$ cat src/rtl/delay_pkg.sv
// Shared definitions for the delay-line controller.
//   state_t       sequencer states (IDLE, READ, CAPT, WRITE)
//   fill_width()  width of the fill counter for a given address width
//                 (one extra bit so it can hold the value SIZE)
//   decode_delay() options word -> delay length D, saturating at SIZE
package delay_pkg;

  typedef enum logic [1:0] {
    IDLE  = 2'd0,
    READ  = 2'd1,
    CAPT  = 2'd2,
    WRITE = 2'd3
  } state_t;

  function automatic int fill_width(input int addr_width);
    return addr_width + 1;
  endfunction

  // D = min(options + 1, size); options = 0 is the shortest delay (1).
  function automatic int decode_delay(input logic [3:0] options, input int size);
    int d;
    d = int'(options) + 1;
    return (d > size) ? size : d;
  endfunction

endpackage

$ cat src/rtl/delay_line_ctrl_if.sv
// Bus bundle between the delay-line controller and its environment.
//   in_valid/in_ready/in_data     sample input handshake
//   out_valid/out_data            delayed sample to the mixer (no back-pressure)
//   ram_addr/ram_we/ram_wdata     sample RAM command
//   ram_rdata                     sample RAM read data (registered, 1-cycle)
// master: the controller side.  slave: the source/mixer/RAM side.
interface delay_line_ctrl_if #(
  parameter int DATA_WIDTH = 32,
  parameter int ADDR_WIDTH = 3
);

  logic                  in_valid;
  logic                  in_ready;
  logic [DATA_WIDTH-1:0] in_data;
  logic                  out_valid;
  logic [DATA_WIDTH-1:0] out_data;
  logic [ADDR_WIDTH-1:0] ram_addr;
  logic                  ram_we;
  logic [DATA_WIDTH-1:0] ram_wdata;
  logic [DATA_WIDTH-1:0] ram_rdata;

  modport master (
    input  in_valid, in_data, ram_rdata,
    output in_ready, out_valid, out_data, ram_addr, ram_we, ram_wdata
  );

  modport slave (
    output in_valid, in_data, ram_rdata,
    input  in_ready, out_valid, out_data, ram_addr, ram_we, ram_wdata
  );

endinterface

$ cat src/rtl/delay_ptr_gen.sv
// Write-pointer / fill-count bookkeeping for the circular sample RAM.
//   clk        rising-edge clock
//   rst        synchronous active-low clear
//   advance    one-cycle strobe: a sample has just been written
//   delay_mod  delay length D modulo SIZE (low ADDR_WIDTH bits of D)
//   wr_ptr     next write address
//   fill_cnt   samples written so far, saturating at SIZE
//   rd_addr    wr_ptr - D with natural ADDR_WIDTH wrap
module delay_ptr_gen
  import delay_pkg::*;
#(
  parameter int ADDR_WIDTH = 3,
  parameter int SIZE       = 8,
  parameter int FILL_WIDTH = fill_width(ADDR_WIDTH)
) (
  input  logic                  clk,
  input  logic                  rst,
  input  logic                  advance,
  input  logic [ADDR_WIDTH-1:0] delay_mod,
  output logic [ADDR_WIDTH-1:0] wr_ptr,
  output logic [FILL_WIDTH-1:0] fill_cnt,
  output logic [ADDR_WIDTH-1:0] rd_addr
);

  localparam logic [FILL_WIDTH-1:0] FULL = FILL_WIDTH'(SIZE);

  logic [ADDR_WIDTH-1:0] wr_ptr_reg;
  logic [FILL_WIDTH-1:0] fill_cnt_reg;

  // SIZE is a power of two, so the pointer wraps SIZE-1 -> 0 by overflow.
  always_ff @(posedge clk) begin
    if (!rst) begin
      wr_ptr_reg   <= '0;
      fill_cnt_reg <= '0;
    end else if (advance) begin
      wr_ptr_reg <= wr_ptr_reg + 1'b1;
      if (fill_cnt_reg < FULL) begin
        fill_cnt_reg <= fill_cnt_reg + 1'b1;
      end
    end
  end

  // D = SIZE reduces to 0 here, so the read lands on the slot about to be
  // overwritten, which still holds the sample from SIZE writes ago.
  assign rd_addr  = wr_ptr_reg - delay_mod;
  assign wr_ptr   = wr_ptr_reg;
  assign fill_cnt = fill_cnt_reg;

endmodule

$ cat src/rtl/delay_line_ctrl.sv
// Echo/delay sequencer around a circular sample RAM.
//   CLK      rising-edge clock
//   rst      synchronous active-low reset; all outputs forced to 0 while low
//   en       1 = delay active, 0 = bypass (sampled at accept only)
//   options  delay-length select, D = min(options+1, SIZE), latched at accept
//   bus      master side of delay_line_ctrl_if (input handshake, output
//            pulse, RAM command/read data)
// Per accepted sample (en=1): READ the slot D back, CAPT the registered RAM
// data, WRITE the new sample, then pulse out_valid. Before D samples have
// been written the delayed output is 0. SIZE must equal 2**ADDR_WIDTH.
module delay_line_ctrl
  import delay_pkg::*;
#(
  parameter int DATA_WIDTH = 32,
  parameter int SIZE       = 8,
  parameter int ADDR_WIDTH = 3
) (
  input  logic             CLK,
  input  logic             rst,
  input  logic             en,
  input  logic [3:0]       options,
  delay_line_ctrl_if.master bus
);

  localparam int FW = fill_width(ADDR_WIDTH);

  state_t                state_reg;
  state_t                state_next;

  logic [FW-1:0]         delay_decoded;
  logic [FW-1:0]         delay_reg;
  logic [DATA_WIDTH-1:0] sample_reg;
  logic [DATA_WIDTH-1:0] out_data_reg;
  logic                  out_valid_reg;

  logic                  accept;
  logic                  advance;
  logic                  capture;
  logic                  ram_we_next;
  logic [ADDR_WIDTH-1:0] ram_addr_next;

  logic [ADDR_WIDTH-1:0] wr_ptr;
  logic [ADDR_WIDTH-1:0] rd_addr;
  logic [FW-1:0]         fill_cnt;

  assign delay_decoded = FW'(decode_delay(options, SIZE));

  // in_ready is gated by rst so nothing is offered while reset is held.
  assign accept = rst && (state_reg == IDLE) && bus.in_valid;

  delay_ptr_gen #(
    .ADDR_WIDTH (ADDR_WIDTH),
    .SIZE       (SIZE),
    .FILL_WIDTH (FW)
  ) u_ptr (
    .clk       (CLK),
    .rst       (rst),
    .advance   (advance),
    .delay_mod (delay_reg[ADDR_WIDTH-1:0]),
    .wr_ptr    (wr_ptr),
    .fill_cnt  (fill_cnt),
    .rd_addr   (rd_addr)
  );

  always_ff @(posedge CLK) begin
    if (!rst) begin
      state_reg <= IDLE;
    end else begin
      state_reg <= state_next;
    end
  end

  // Bypass never leaves IDLE; only the delay path walks the RAM sequence.
  always_comb begin
    state_next    = state_reg;
    ram_addr_next = wr_ptr;
    ram_we_next   = 1'b0;
    advance       = 1'b0;
    capture       = 1'b0;
    case (state_reg)
      IDLE: begin
        if (accept && en) begin
          state_next = READ;
        end
      end
      READ: begin
        ram_addr_next = rd_addr;
        state_next    = CAPT;
      end
      CAPT: begin
        // Address held steady while the registered read data is consumed.
        ram_addr_next = rd_addr;
        capture       = 1'b1;
        state_next    = WRITE;
      end
      WRITE: begin
        ram_addr_next = wr_ptr;
        ram_we_next   = 1'b1;
        advance       = 1'b1;
        state_next    = IDLE;
      end
      default: begin
        state_next = IDLE;
      end
    endcase
  end

  always_ff @(posedge CLK) begin
    if (!rst) begin
      delay_reg     <= '0;
      sample_reg    <= '0;
      out_data_reg  <= '0;
      out_valid_reg <= 1'b0;
    end else begin
      out_valid_reg <= 1'b0;
      if (accept) begin
        sample_reg <= bus.in_data;
        delay_reg  <= delay_decoded;
      end
      if (accept && !en) begin
        out_data_reg  <= bus.in_data;
        out_valid_reg <= 1'b1;
      end
      // fill_cnt still excludes the current sample, which is written later.
      if (capture) begin
        out_data_reg <= (fill_cnt >= delay_reg) ? bus.ram_rdata : '0;
      end
      if (advance) begin
        out_valid_reg <= 1'b1;
      end
    end
  end

  assign bus.in_ready  = rst && (state_reg == IDLE);
  assign bus.out_valid = rst && out_valid_reg;
  assign bus.out_data  = rst ? out_data_reg : '0;
  assign bus.ram_we    = rst && ram_we_next;
  assign bus.ram_addr  = rst ? ram_addr_next : '0;
  assign bus.ram_wdata = rst ? sample_reg : '0;

endmodule

$ cat src/flat_wrapper.sv
// flat-port wrapper written by rule: the top's interface ports become plain ports
module delay_line_ctrl_flat import delay_pkg::*;
#(
  parameter int DATA_WIDTH = 32,
  parameter int SIZE       = 8,
  parameter int ADDR_WIDTH = 3
)
  (CLK, rst, en, options, bus_in_valid, bus_in_data, bus_ram_rdata, bus_in_ready, bus_out_valid, bus_out_data, bus_ram_addr, bus_ram_we, bus_ram_wdata);
  delay_line_ctrl_if #(.DATA_WIDTH(DATA_WIDTH), .ADDR_WIDTH(ADDR_WIDTH)) bus_i ();
  input  logic CLK;
  input  logic rst;
  input  logic en;
  input  logic [3:0] options;
  input wire logic [$bits(bus_i.in_valid)-1:0] bus_in_valid;
  input wire logic [$bits(bus_i.in_data)-1:0] bus_in_data;
  input wire logic [$bits(bus_i.ram_rdata)-1:0] bus_ram_rdata;
  output wire logic [$bits(bus_i.in_ready)-1:0] bus_in_ready;
  output wire logic [$bits(bus_i.out_valid)-1:0] bus_out_valid;
  output wire logic [$bits(bus_i.out_data)-1:0] bus_out_data;
  output wire logic [$bits(bus_i.ram_addr)-1:0] bus_ram_addr;
  output wire logic [$bits(bus_i.ram_we)-1:0] bus_ram_we;
  output wire logic [$bits(bus_i.ram_wdata)-1:0] bus_ram_wdata;
  assign bus_i.in_valid = bus_in_valid;
  assign bus_i.in_data = bus_in_data;
  assign bus_i.ram_rdata = bus_ram_rdata;
  assign bus_in_ready = bus_i.in_ready;
  assign bus_out_valid = bus_i.out_valid;
  assign bus_out_data = bus_i.out_data;
  assign bus_ram_addr = bus_i.ram_addr;
  assign bus_ram_we = bus_i.ram_we;
  assign bus_ram_wdata = bus_i.ram_wdata;
  delay_line_ctrl #(.DATA_WIDTH(DATA_WIDTH), .SIZE(SIZE), .ADDR_WIDTH(ADDR_WIDTH)) u_core (.CLK(CLK), .rst(rst), .en(en), .options(options), .bus(bus_i));
endmodule
$ cat config.mk
export PLATFORM = sky130hd
export DESIGN_NAME = delay_line_ctrl_flat
export DESIGN_NICKNAME = d
export VERILOG_FILES = /design/src/rtl/delay_pkg.sv /design/src/rtl/delay_line_ctrl_if.sv /design/src/rtl/delay_ptr_gen.sv /design/src/rtl/delay_line_ctrl.sv /design/src/flat_wrapper.sv
export SDC_FILE = /design/constraint.sdc
export NUM_CORES = 1
export LEC_CHECK = 0
export ABC_AREA = 1
export BUFFER_PORTS_ARGS = -buffer_cell sky130_fd_sc_hd__clkbuf_2
export CORE_AREA = 2 2 94 96
export CTS_CLUSTER_SIZE = 16
export DETAILED_ROUTE_END_ITERATION = 12
export DIE_AREA = 0 0 96 98
export HOLD_SLACK_MARGIN = 0.06
export PLACE_DENSITY = 0.75
export SYNTH_ARGS = -nofsm -noshare
export SYNTH_HDL_FRONTEND = slang
export SYNTH_SLANG_ARGS = --single-unit
$ cat constraint.sdc
create_clock -name CLK -period 1.8 [get_ports CLK]
set_input_delay 0.36 -clock CLK [delete_from_list [all_inputs] [get_ports CLK]]
set_output_delay 0.36 -clock CLK [all_outputs]
set_load 0.02 [all_outputs]
==> results.md <==
| Result | This run | Unit |
|:---|:---|:---|
| Vias in the first global route | 4030 | - |
| Congestion Overflow GR | 0 | - |
| Cell type with the highest occurrence count on the critical path | o21ai_2 | - |
| Max stage delay cell, worst path | fa_2 | - |
| Antenna Diode Count | 0 | - |
| Crit-path max FO | 2 | - |
| Post-Place Cells | 841 | - |
| Minimum period implied by the final worst setup slack | 2.24 | ns |
| Post-synthesis instance area | 4130 | sq um |
| Number of DRC markers after the initial detailed-route iteration | 178 | - |
| Cell Pwr Density | 1270 | nW/um^2 |
| Post-Syn Instances | 610 | - |
| Detail-routed via count per cell | 4.84 | - |
| Unrepaired setup endpoints after global routing | true | - |
| Starting utilization of the core area | 0.488 | - |
| Clock power frac | 0.178 | - |
| Worst endpoint required time | 1.44 | ns |
| Cells along the critical path | inv_2 -> ha_4 -> fa_2 -> o21ai_2 -> o21ai_2 -> a21oi_4 -> clkbuf_2 | - |
| Routed len/inst | 12.5 | microns |
| Total non-filler cell area in the finished layout | 5280 | sq um |
| Final number of max-transition violations | 0 | - |
| Sum of internal, switching and leakage power | 0.00672 | W |
| Placed Area | 4990 | sq um |
| Most frequent cell after synthesis | nand2_1 | - |
| Clock network latency to the later pin of the worst-skew pair | 0.34 | ns |
| Global placer's final weighted congestion | 0.820 | - |
| Half-perimeter wire length of the detailed placement result | 7820 | microns |
| Final instance count without filler cells | 864 | - |
| Setup WS post-layout | -0.438 | ns |
| Total length of routed wires | 10800 | microns |
| # H-tree levels | 3 | - |
| Placement Setup Slack | -0.154 | ns |
| Crit Path Class | reg -> out | - |
| Combinational group share of total power | 0.450 | - |
| Vias | 4183 | - |
| Core Box Area | 8470 | sq um |
| Kind of start point of the critical path | flop | - |
| Worst clock skew | 0.0119 | ns |
| Maximum number of buffers from clock root to sink | 2 | - |
| Maximum number of pins on one net before global-route repair | 38 | - |
| Nets@finish | 837 | - |
| CP arrival | 1.88 | ns |
| Max transition margin | 0.739 | - |
| Die Footprint | 9410 | sq um |
| Initial antenna violation count | 0 | - |
| Wire length of the first global-routing pass | 17800 | microns |
| Floorplan row count | 34 | - |
| Transition time at the pin with the least slew margin | 0.391 | ns |
| Final setup violation count | 3 | - |
| Clock Sink Count | 78 | - |
| Proportion of layout cells with a drive suffix above 1 | 0.270 | - |
| Yosys warns | 0 | - |
| Psw | 0.00268 | W |
| Number of CTS-inserted buffers | 9 | - |
| Syn Area/Cell | 6.78 | sq um |
| Clock root buffer master | clkbuf_8 | - |
| Net Sw Frac | 0.400 | - |
| Antenna viol nets, final | 0 | - |
| Tcrit/Tclk final | 1.24 | - |
| Leakage power summed over all cells | 3.24 | nW |
| Clock-pin slew on the worst setup and hold paths | 0.09 | ns |
| Result of the run | finished with violations | - |
| Area grow syn2layout | 27.8 | % |
| Number of flops mapped to enable cells by yosys | 0 | - |
| Count of input and output buffers | 141 | - |
| Number of hold-repair buffers added at the cts stage | 0 | - |
| Die Span Y | 98 | microns |
| Initial DRT Pass Iterations | 4 | - |
| Class of the tightest hold or removal check | in -> reg | - |
| Critical path's largest stage delay | 0.36 | ns |
| Worst voltage drop across the vdd grid | 0.642 | mV |
| Most area-consuming cells after synthesis | dfxtp_1 38%, nand2_1 13%, inv_1 11% | - |
| Peak Freq | 447 | MHz |
| Area share of the largest cell type after synthesis | 0.378 | - |
| Cell internal power dissipation | 0.00403 | W |
| Number of distinct library cells after synthesis | 25 | - |
| Violated checks | negative setup slack | - |
| Top cells by instance count after synthesis | 148 x nand2_1, 123 x inv_1, 78 x dfxtp_1 | - |
| Count of endpoints failing hold in the final timing report | 0 | - |
| TritonCTS clock tree | done | - |
| Asr flop ratio synth | 0 | - |
| Net Count, Synth | 696 | - |
| Max-cap violation count | 0 | - |
| Number of DRC violations after detailed routing | 0 | - |
| Proportion of synthesized chip area in sequential cells | 0.378 | - |
| IO Count | 142 | - |
| Overall die width | 96 | microns |
| Flop pwr share | 0.373 | - |
| Top flip-flop cell by instance count after synthesis | dfxtp_1 | - |
| Nature of the critical path endpoint | output port | - |
| Cell type contributing the most total cell area after synthesis | dfxtp_1 | - |
| Aggregate global-route resource usage | 0.236 | - |
| Flops & latches, synth | 78 | - |
layout by cell type, fill, tap and decap left out, drive strengths merged, types with 4 or more instances in the layout:
cell	Yosys	layout
nand3	40	40
dfxtp	78	78
nand3b	32	32
inv	123	123
ha	13	13
nor2	25	25
clkbuf	12	150
buf	24	27
o21ai	28	28
a21oi	63	63
clkinv	0	4
o21bai	17	17
nand2	150	150
cells by family (layout without fill, tap and decap cells):
family / Yosys count / after routing / synth area share
flip-flops: 78 / 78 / 0.378
AND/OR/NAND/NOR: 249 / 249 / 0.278
buffers and inverters: 159 / 305 / 0.155
adder cells (fa/ha/maj): 14 / 14 / 0.0442
AO/OA/AOI/OAI: 110 / 110 / 0.145
path summary, 6_finish.rpt:
| path | depth (start not counted) | slack, ns | startpoint | endpoint |
|---|---|---|---|---|
| worst min-delay path | 3 | 0.24 | bus_ram_rdata[12] | u_core.out_data_reg[12]$_SDFFE_PN0P_ |
| worst max register to register | 9 | 0.19 | u_core.delay_reg[1]$_SDFFE_PN0N_ | u_core.out_data_reg[30]$_SDFFE_PN0P_ |
| worst min register to register | 2 | 0.49 | u_core.delay_reg[3]$_SDFFE_PN0N_ | u_core.delay_reg[3]$_SDFFE_PN0N_ |
| worst max-delay path | 7 | -0.44 | u_core.u_ptr.wr_ptr[0]$_SDFFE_PN0N_ | bus_ram_addr[2] |
through the flow:
stage                util  hold slack, ns  TNS [ns]
finish              0.624           0.237    -0.681
global route        0.624           0.235    -0.860
CTS                 0.621           0.217    -0.711
detailed placement  0.590           0.484    -0.154
global placement    0.590           0.450   -0.0822
floorplan               -           0.436         0
layer usage:
layer,track usage,share of wire
met4,0.0923,0.015
met3,0.0363,0.052
met2,0.402,0.50
met1,0.295,0.43
met5,0,0
power by group through the flow:
| stage | clock network (W) | logic (W) | registers (W) |
|---|---|---|---|
| 6_report | 0.00119 | 0.00302 | 0.00250 |
| 5_1_grt | 0.00128 | 0.00338 | 0.00256 |
| 4_1_cts | 0.00122 | 0.00300 | 0.00249 |
| 3_5_place_dp | 0 | 0.00284 | 0.00253 |
| 3_3_place_gp | 0 | 0.00277 | 0.00251 |
| 2_1_floorplan | 0 | 0.00203 | 0.00247 |
critical path: cells and delay by family (launching register included):
family | cells | cell delay, ns
DFF | 1 | 0.35
adders and majority gates | 2 | 0.51
AOI/OAI and AO/OA | 3 | 0.45
buffers and inverters | 2 | 0.22
what timing repair did:
action,4_1_cts,5_1_grt
endpoints found under the setup margin,3,8
gates cloned,0,0
pin swaps,3,1
setup buffers,5,2
gates resized for setup,16,4
final cells by class:
cell class                      count  area (sq um)
Clock buffer                       11           141
Sequential cell                    78          1570
Tap cell                          108           135
Fill cell                         796          3180
Timing Repair Buffer              166           950
Inverter                          123           462
Clock inverter                      5          35.0
Multi-Input combinational cell    373          1990
(Power assumes the default switching activity.)
